$ cat src/rtl/mem_access_pkg.sv
// Shared types and constants for the LEGv8 data-memory access unit.
package mem_access_pkg;

    localparam int unsigned DATA_WIDTH = 64;
    localparam int unsigned LANES      = 8;
    localparam int unsigned OFF_W      = 3;

    typedef enum logic [1:0] {
        MA_IDLE = 2'd0,
        MA_BUSY = 2'd1,
        MA_DONE = 2'd2
    } ma_state_e;

    typedef enum logic [1:0] {
        SIZE_B = 2'b00,
        SIZE_H = 2'b01,
        SIZE_W = 2'b10,
        SIZE_D = 2'b11
    } size_e;

    typedef struct packed {
        logic                  we;
        logic [DATA_WIDTH-1:0] addr;
        logic [DATA_WIDTH-1:0] wdata;
        logic [LANES-1:0]      wstrb;
    } bus_cmd_t;

    // An access is aligned when its byte offset is a multiple of its size.
    function automatic logic is_misaligned(input logic [OFF_W-1:0] off, input logic [1:0] size);
        logic mis;
        case (size)
            SIZE_B:  mis = 1'b0;
            SIZE_H:  mis = off[0];
            SIZE_W:  mis = |off[1:0];
            default: mis = |off;
        endcase
        return mis;
    endfunction

endpackage

$ cat src/rtl/mem_access_lane_align.sv
// Byte-lane steering: store mask/shift and load extract/extend for one offset and size.
module mem_access_lane_align
    import mem_access_pkg::*;
(
    input  logic [OFF_W-1:0]      offset,
    input  logic [1:0]            size,
    input  logic                  sign_ext,
    input  logic [DATA_WIDTH-1:0] store_data,
    input  logic [DATA_WIDTH-1:0] rdata,
    output logic [LANES-1:0]      mask_c,
    output logic [DATA_WIDTH-1:0] wdata_c,
    output logic [DATA_WIDTH-1:0] load_c
);

    logic [5:0]            shamt;
    logic [LANES-1:0]      base_mask;
    logic [DATA_WIDTH-1:0] lane;

    always_comb begin
        shamt     = {offset, 3'b000};
        base_mask = 8'h01;
        lane      = rdata >> shamt;
        load_c    = lane;
        case (size)
            SIZE_B: begin
                base_mask = 8'h01;
                load_c    = {{56{sign_ext & lane[7]}}, lane[7:0]};
            end
            SIZE_H: begin
                base_mask = 8'h03;
                load_c    = {{48{sign_ext & lane[15]}}, lane[15:0]};
            end
            SIZE_W: begin
                base_mask = 8'h0F;
                load_c    = {{32{sign_ext & lane[31]}}, lane[31:0]};
            end
            default: begin
                base_mask = 8'hFF;
                load_c    = lane;
            end
        endcase
        mask_c  = base_mask << offset;
        wdata_c = store_data << shamt;
    end

endmodule

$ cat src/rtl/mem_access.sv
// Single-outstanding load/store bus master that stalls the core until the access retires.
module mem_access
    import mem_access_pkg::*;
#(
    parameter int unsigned TIMEOUT = 16,
    parameter int unsigned TO_W    = 5
) (
    input  logic                  clk,
    input  logic                  reset,
    input  logic [DATA_WIDTH-1:0] address,
    input  logic [DATA_WIDTH-1:0] store_data,
    input  logic                  mem_read,
    input  logic                  mem_write,
    input  logic [1:0]            size,
    input  logic                  sign_ext,
    output logic                  stall,
    output logic                  done,
    output logic                  fault,
    output logic [DATA_WIDTH-1:0] load_data,
    output logic                  bus_req,
    output logic                  bus_we,
    output logic [DATA_WIDTH-1:0] bus_addr,
    output logic [DATA_WIDTH-1:0] bus_wdata,
    output logic [LANES-1:0]      bus_wstrb,
    input  logic                  bus_ack,
    input  logic [DATA_WIDTH-1:0] bus_rdata
);

    ma_state_e        state_q, state_d;
    logic [TO_W-1:0]  cnt_q;
    logic [OFF_W-1:0] off_q;
    logic [1:0]       size_q;
    logic             sext_q;
    logic             is_load_q;
    bus_cmd_t         cmd_q;

    logic req, illegal, misal;
    logic accept, reject, ack_ok, timeout;

    logic [OFF_W-1:0]      al_off;
    logic [1:0]            al_size;
    logic [LANES-1:0]      mask_c;
    logic [DATA_WIDTH-1:0] wdata_c;
    logic [DATA_WIDTH-1:0] load_c;

    assign req     = mem_read | mem_write;
    assign illegal = mem_read & mem_write;
    assign misal   = is_misaligned(address[OFF_W-1:0], size);

    // Store steering uses the live request; load extraction uses the offset held since accept.
    assign al_off  = (state_q == MA_BUSY) ? off_q  : address[OFF_W-1:0];
    assign al_size = (state_q == MA_BUSY) ? size_q : size;

    mem_access_lane_align u_lane_align (
        .offset     (al_off),
        .size       (al_size),
        .sign_ext   (sext_q),
        .store_data (store_data),
        .rdata      (bus_rdata),
        .mask_c     (mask_c),
        .wdata_c    (wdata_c),
        .load_c     (load_c)
    );

    always_ff @(posedge clk) begin
        if (!reset) state_q <= MA_IDLE;
        else        state_q <= state_d;
    end

    always_comb begin
        state_d = state_q;
        accept  = 1'b0;
        reject  = 1'b0;
        ack_ok  = 1'b0;
        timeout = 1'b0;
        case (state_q)
            MA_IDLE: begin
                if (req) begin
                    if (illegal || misal) begin
                        reject  = 1'b1;
                        state_d = MA_DONE;
                    end else begin
                        accept  = 1'b1;
                        state_d = MA_BUSY;
                    end
                end
            end
            MA_BUSY: begin
                if (bus_ack) begin
                    ack_ok  = 1'b1;
                    state_d = MA_DONE;
                end else if (cnt_q == TO_W'(TIMEOUT - 1)) begin
                    timeout = 1'b1;
                    state_d = MA_DONE;
                end
            end
            MA_DONE: state_d = MA_IDLE;
            default: state_d = MA_IDLE;
        endcase
    end

    assign stall = reset & (((state_q == MA_IDLE) & req & ~misal & ~illegal) | (state_q == MA_BUSY));

    always_ff @(posedge clk) begin
        if (!reset) begin
            cnt_q     <= '0;
            off_q     <= '0;
            size_q    <= '0;
            sext_q    <= 1'b0;
            is_load_q <= 1'b0;
            cmd_q     <= '0;
            bus_req   <= 1'b0;
            done      <= 1'b0;
            fault     <= 1'b0;
            load_data <= '0;
        end else begin
            done  <= (state_d == MA_DONE);
            fault <= reject | timeout;
            if (accept) begin
                bus_req     <= 1'b1;
                cnt_q       <= '0;
                off_q       <= address[OFF_W-1:0];
                size_q      <= size;
                sext_q      <= sign_ext;
                is_load_q   <= mem_read;
                cmd_q.we    <= mem_write;
                cmd_q.addr  <= {address[DATA_WIDTH-1:OFF_W], 3'b000};
                cmd_q.wdata <= wdata_c;
                cmd_q.wstrb <= mem_write ? mask_c : '0;
            end
            if (state_q == MA_BUSY && !ack_ok && !timeout) cnt_q <= cnt_q + TO_W'(1);
            if (ack_ok || timeout) bus_req <= 1'b0;
            if (ack_ok && is_load_q) load_data <= load_c;
            if (timeout) load_data <= '0;
        end
    end

    assign bus_we    = cmd_q.we;
    assign bus_addr  = cmd_q.addr;
    assign bus_wdata = cmd_q.wdata;
    assign bus_wstrb = cmd_q.wstrb;

endmodule

$ cat config.mk
export PLATFORM = sky130hd
export DESIGN_NAME = mem_access
export DESIGN_NICKNAME = d
export VERILOG_FILES = /design/src/rtl/mem_access_pkg.sv /design/src/rtl/mem_access_lane_align.sv /design/src/rtl/mem_access.sv
export SDC_FILE = /design/constraint.sdc
export NUM_CORES = 1
export LEC_CHECK = 0
export ABC_CLOCK_PERIOD_IN_PS = 5000
export CAP_MARGIN = 5
export CORE_AREA = 10 10 170 172
export DETAILED_ROUTE_END_ITERATION = 8
export DIE_AREA = 0 0 180 182
export GPL_TIMING_DRIVEN = 0
export PLACE_DENSITY = 0.91
export SLEW_MARGIN = 40
export SYNTH_ARGS = -nofsm -noshare
export SYNTH_HDL_FRONTEND = slang
export SYNTH_HIERARCHICAL = 1
export SYNTH_SLANG_ARGS = --single-unit
$ cat constraint.sdc
create_clock -name clk -period 5 [get_ports clk]
set_clock_uncertainty 0.2 [all_clocks]
set_input_delay 1 -clock clk [delete_from_list [all_inputs] [get_ports clk]]
set_output_delay 1 -clock clk [all_outputs]
set_load 0.01 [all_outputs]
==> flow_summary_export.csv, run 1 <==
group,metric,value,unit
run_status,status,"finished, final reports clean",
placed_design,dp_slack,0.888,ns
timing,holdWs,0.252,ns
setup_path,cpMaxStageDelayCell,"clkdlybuf4s50_1",
timing,setup_tns,0,ns
setup_path,cp.required,3.80,ns
finish,nFillCells,1909,
setup_path,r2r_cells,12,
placed_design,place_inst,2297,
setup_path,cp_max_fo,6,
logic_synthesis,yosys-top-cells-area,"dfxtp_1 (34%), mux2i_1 (19%), nand2_1 (14%)",
grt,grt_usage,32.0,%
pwr,peakVddDrop,0.334,mV
clock_tree,cts_root_buf,"clkbuf_16",
timing,fin_crit,4.16,ns
timing,worstMarginPinSlew,0.885,ns
clock_tree,cts_max_level,1,
logic_synthesis,ys_types,58,
timing,relSlewSlack,41.0,%
timing,layout_setup_ws,0.840,ns
grt,grt.met2_usage,54.1,%
detailed_routing,finalWirelength,56.1,mm
setup_path,path_class,"input pin to output pin",
detailed_routing,drc,0,
floorplanning,die_area,32800,um^2
pwr,powerDensity,269,nW/um^2
setup_path,reg2reg_to,"load_data[16]",
logic_synthesis,synth_edf_count,0,
finish,n_antenna_cell,0,
grt,grt_max_degree,14,
logic_synthesis,async_flop_share,0,%
placed_design,place.gp.congestion,1.03,
logic_synthesis,ys_ff_latch,215,
clock_tree,post_cts.repair.setup_buffers,0,
detailed_routing,vias,13900,
clock_tree,cts_buffers,23,
detailed_routing,wire_per_inst,24.0,um
logic_synthesis,synth.avg_cell_area,8.20,um^2
hold_path,hp-class,"flop to flop",
logic_synthesis,synth.cell_area,12800,um^2
setup_path,start_kind,"input pin",
detailed_routing,first_iter_violations,1572,
setup_path,reg2reg_from,"state_q[0]",
setup_path,crit_cells,5,
pwr,p_leak,6.85,nW
timing,rsz0062_at_grt,"false",
setup_path,r2r_slack,1.45,ns
detailed_routing,viasPerCell,5.96,
detailed_routing,antenna_left,0,
timing,post-route-period-util,83.2,%
setup_path,endpoint,"stall",
timing,hold_viol_final,0,
timing,setup_viol,0,
clock_tree,cts_sinks,215,
grt,busiest_layer,"met2",
clock_tree,clock_latency,0.53,ns
setup_path,crit_family,"buffers and inverters",
logic_synthesis,synth_top_area_share,33.7,%
detailed_routing,first_pass_iters,7,
placed_design,port_buffers,401,
logic_synthesis,yosysWarnings,6,
grt,grt.overflow.total,0,
timing,clock.fmax,240,MHz
clock_tree,cts_resized,0,
grt,grt_use_met3,8.21,%
setup_path,critPathLaunch,"address[0]",
timing,slew_violations,0,
setup_path,critPathBufInv,2,
floorplanning,die_h,182,um
floorplanning,core,25600,um^2
clock_tree,clk_pin_slew,0.06,ns
grt,use_met1,37.0,%
logic_synthesis,syn_inst,1559,
setup_path,end_kind,"output pin",
floorplanning,rows,59,
floorplanning,io_pins,405,
clock_tree,cts_tree,"yes",
logic_synthesis,netlist.top_cell.by_area,"dfxtp_1",
setup_path,cpPeakStageDelay,0.61,ns
setup_path,crit_chain,"clkdlybuf4s50_1, a21oi_1, o2111ai_1, a21oi_1, clkdlybuf4s50_1",
clock_tree,cts_hold_buf,0,
finish,nets,2189,
grt,grt_pass1_wl,83.1,mm
finish,drive_above_1_share,9.61,%
floorplanning,initial_core_util,49.9,%
finish,syn_to_final_growth,40.4,%
run,max_cap_violations,0,
placed_design,placed_area,17200,um^2
clock_tree,ctsLongestPathBuffers,3,
logic_synthesis,post-synth-top-count-cell,"nand2_1",
setup_path,cp_data_arrival_time,2.96,ns
finish,fin_area,17900,um^2
logic_synthesis,synth_seq_area_share,33.7,%
finish,finalNonFillerCells,2333,
floorplanning,die_w,180,um
grt,antenna_found_initial,0,
placed_design,hpwl,42.7,mm
logic_synthesis,synth_ff_type,"dfxtp_1",
logic_synthesis,synthTopCellsByCount,"nand2_1 (469), mux2i_1 (243), dfxtp_1 (215)",
grt,grt_pass1_vias,13900,
==> flip-flops by register name, summed over array words and instances (netlist names) <==
signal and cells:
bus_wdata 64, load_data 64, bus_addr 61, bus_wstrb 8, cnt_q 5, off_q 3, size_q 2, state_q 2
bus_req 1, bus_we 1, done 1, fault 1, is_load_q 1, sext_q 1
==> cell usage in the layout, fill, tap and decap left out, types with 11 or more instances in the layout <==
cell             count
a21oi_1             96
buf_2               31
buf_4               34
buf_6               18
clkbuf_1            56
clkbuf_16           23
clkdlybuf4s50_1    401
dfxtp_1            215
mux2_1              11
mux2_2              42
mux2i_1            243
mux4_2              15
nand2_1            469
nand3_1             31
nand4_1             34
nor2_1              61
nor2b_1             13
o21ai_0             42
o22ai_1             19
o2bb2ai_1           16
==> final cells by class <==
type / instances / area, um^2 / share of cell area, %
plain buffers: 150 / 877 / 4.89
clock buffers: 27 / 621 / 3.46
well taps: 335 / 419 / 2.34
repair buffers: 401 / 4010 / 22.4
multi-input cells: 1192 / 7590 / 42.3
flip-flops and latches: 215 / 4300 / 24.0
inverters: 4 / 15.0 / 0.0837
clock inverters: 9 / 103 / 0.572
==> logic make-up (layout without fill, tap and decap cells) <==
kind of cell | Yosys count | count (layout) | share of synthesized area, %
multiplexers | 318 | 318 | 27.2
AO/OA/AOI/OAI | 223 | 223 | 10.7
other | 1 | 3 | 0.0293
XOR/XNOR | 1 | 1 | 0.127
flip-flops | 215 | 215 | 33.7
adder cells (fa/ha/maj) | 2 | 2 | 0.196
buffers and inverters | 154 | 591 | 6.98
AND/OR/NAND/NOR | 645 | 645 | 21.1
==> routing by layer <==
metal	up-vias	wire length [um]
met5	-	0
met4	0	3160
li1	6229	-
met1	6516	21000
met3	214	5630
met2	935	26300
==> tightest hold or removal path, delay by kind of cell (launching register included) <==
family             cells  cell delay [ns]
DFF                    1             0.30
and+or+nand+nor        1             0.05
AOI/OAI and AO/OA      1             0.05
==> where the power goes <==
| group | switching, mW | total (mW) | internal (mW) |
|---|---|---|---|
| registers | 0.0389 | 1.82 | 1.78 |
| clock network | 0.709 | 1.69 | 0.981 |
| logic | 0.713 | 1.32 | 0.611 |
==> stage by stage <==
| stage | utilization, % | total power [mW] |
|---|---|---|
| final | 70.1 | 4.84 |
| after floorplan | - | 2.56 |
| after detailed placement | 67.2 | 3.13 |
| after CTS | 70.1 | 4.81 |
| after global placement | 67.2 | 3.12 |
| after global routing | 70.1 | 4.97 |
==> how the worst min path moves through the flow <==
stage | from | to | slack, ns | cells past startpoint
2_1_floorplan | off_q[0] | off_q[0] | 0.23 | 2
3_3_place_gp | off_q[1] | off_q[1] | 0.24 | 2
3_5_place_dp | off_q[0] | off_q[0] | 0.25 | 2
4_1_cts | load_data[18] | load_data[18] | 0.25 | 2
5_1_grt | load_data[18] | load_data[18] | 0.27 | 2
6_report | load_data[18] | load_data[18] | 0.25 | 2
(Power assumes the default switching activity.)
==> inputs of run 2 (changes only) <==
--- a/config.mk
+++ b/config.mk
@@ -5,13 +5,13 @@
 export SDC_FILE = /design/constraint.sdc
 export NUM_CORES = 1
 export LEC_CHECK = 0
-export ABC_CLOCK_PERIOD_IN_PS = 5000
+export ABC_CLOCK_PERIOD_IN_PS = 3900
 export CAP_MARGIN = 5
-export CORE_AREA = 10 10 170 172
+export CORE_AREA = 10 10 175 177
 export DETAILED_ROUTE_END_ITERATION = 8
-export DIE_AREA = 0 0 180 182
+export DIE_AREA = 0 0 185 187
 export GPL_TIMING_DRIVEN = 0
-export PLACE_DENSITY = 0.91
+export PLACE_DENSITY = 0.86
 export SLEW_MARGIN = 40
 export SYNTH_ARGS = -nofsm -noshare
 export SYNTH_HDL_FRONTEND = slang
==> constraint.sdc (replaced) <==
create_clock -name clk -period 3.9 [get_ports clk]
set_clock_uncertainty 0.2 [all_clocks]
set_input_delay 0.78 -clock clk [delete_from_list [all_inputs] [get_ports clk]]
set_output_delay 0.78 -clock clk [all_outputs]
set_load 0.01 [all_outputs]
==> flow_summary_export.csv, run 2 (synthesized netlist as in run 1, its figures left out) <==
group,metric,value,unit
detailed_routing,first_pass_iters,6,
clock_tree,cts_root_buf,"clkbuf_16",
finish,seqCellArea,4300,um^2
detailed_routing,viasPerCell,5.83,
clock_tree,ctsLongestPathBuffers,3,
clock_tree,clk_pin_slew,0.06,ns
floorplanning,initial_core_util,46.8,%
setup_path,cp_max_fo,6,
clock_tree,clock_latency,0.54,ns
detailed_routing,drc,0,
finish,nFillCells,2245,
detailed_routing,finalWirelength,55.2,mm
timing,post-route-period-util,96.3,%
setup_path,start_kind,"input pin",
finish,syn_to_final_growth,41.4,%
floorplanning,die_w,185,um
clock_tree,cts_max_level,1,
pwr,p_leak,6.90,nW
grt,grt_pass1_wl,82.6,mm
timing,setup_tns,0,ns
pwr,finalPower,6.43,mW
timing,hold_viol_final,0,
clock_tree,cts_hold_buf,0,
placed_design,hpwl,43.1,mm
placed_design,port_buffers,401,
grt,grt_max_degree,14,
detailed_routing,antenna_left,0,
floorplanning,die_area,34600,um^2
finish,utilization,66.2,%
setup_path,cp.required,2.92,ns
detailed_routing,vias,13700,
finish,multi_input_comb_area,7590,um^2
timing,worstMarginPinSlew,0.830,ns
clock_tree,post_cts.repair.setup_buffers,0,
pwr,peakVddDrop,0.308,mV
clock_tree,cts_resized,0,
clock_tree,cts_buffers,25,
floorplanning,io_pins,405,
floorplanning,rows,61,
finish,mostFrequentLayoutCells,"nand2_1 (469), clkdlybuf4s50_1 (401), mux2i_1 (243)",
clock_tree,cts_sinks,215,
placed_design,placed_area,17200,um^2
finish,final_common_cell,"nand2_1",
setup_path,end_kind,"output pin",
finish,nets,2191,
grt,antenna_found_initial,4,
finish,fin_area,18100,um^2
setup_path,crit_chain,"clkdlybuf4s50_1, a21oi_1, o2111ai_1, a21oi_1, clkdlybuf4s50_1",
grt,grt_pass1_vias,13900,
detailed_routing,wire_per_inst,23.5,um
timing,slew_violations,0,
timing,relSlewSlack,44.7,%
run,max_cap_violations,0,
setup_path,cp_data_arrival_time,2.78,ns
detailed_routing,first_iter_violations,1510,
setup_path,cpMaxStageDelayCell,"clkdlybuf4s50_1",
pwr,powerDensity,356,nW/um^2
finish,drive_above_1_share,9.63,%
run_status,status,"finished, final reports clean",
timing,setup_viol,0,
setup_path,cpPeakStageDelay,0.59,ns
setup_path,path_class,"input pin to output pin",
floorplanning,core,27300,um^2
placed_design,place.gp.congestion,1.01,
floorplanning,die_h,187,um
grt,grt.overflow.total,0,
grt,grt_usage,30.4,%
timing,fin_crit,3.76,ns
timing,rsz0062_at_grt,"false",
hold_path,hp-class,"flop to flop",
clock_tree,cts_tree,"yes",
timing,clock.fmax,266,MHz
[run 2: changes by cell type in the layout (fill, tap and decap cells not counted), moves of 2 or more]
cell       change
diode_2        +2
clkbuf_1       +6
clkinv_2       -2
clkbuf_16      +2
[run 2: critical path, delay by kind of cell]
| family | cells | cell delay [ns] |
|---|---|---|
| buffers and inverters | 2 | 1.11 |
| AO/OA/AOI/OAI | 3 | 0.89 |
[run 2: power breakdown]
group          switching (mW)  internal, mW  total, mW  leakage (nW)
clock network           0.955          1.46       2.41         0.409
logic                   0.901         0.783       1.68          4.75
registers              0.0499          2.28       2.33          1.74
total                    1.91          4.52       6.43          6.90
[run 2: routing by layer]
layer / GRT usage (%) / vias up / part of all wire (%)
li1: - / 6236 / -
met1: 35.6 / 6527 / 38
met2: 51.2 / 791 / 48
met3: 8.20 / 149 / 10
met4: 12.6 / 4 / 4.1
met5: 0 / - / 0.049
[run 2: through the flow]
step	setup slack, ns	hold WS, ns	instances
6_report	0.143	0.251	2353
5_1_grt	0.000421	0.270	2353
4_1_cts	0.152	0.254	2351
3_5_place_dp	0.162	0.246	2308
3_3_place_gp	0.187	0.238	2308
2_1_floorplan	1.21	0.231	1561
[run 2: cell type report]
type | instances | share of cell area [%]
timing repair buffer | 401 | 22.2
buffer | 150 | 4.85
antenna | 2 | 0.0277
clock buffer | 36 | 3.91
inverter | 4 | 0.0831
sequential | 215 | 23.8
clock inverter | 7 | 0.692
tap | 346 | 2.40
multi-input combinational | 1192 | 42.0
[run 2: final timing paths]
path                       from             to  slack [ns]  depth (start not counted)
hold / removal    load_data[20]  load_data[20]        0.25                          2
setup / recovery     address[0]          stall        0.14                          5
setup reg to reg     state_q[0]  bus_wdata[34]        0.31                         11
hold reg to reg   load_data[20]  load_data[20]        0.25                          2
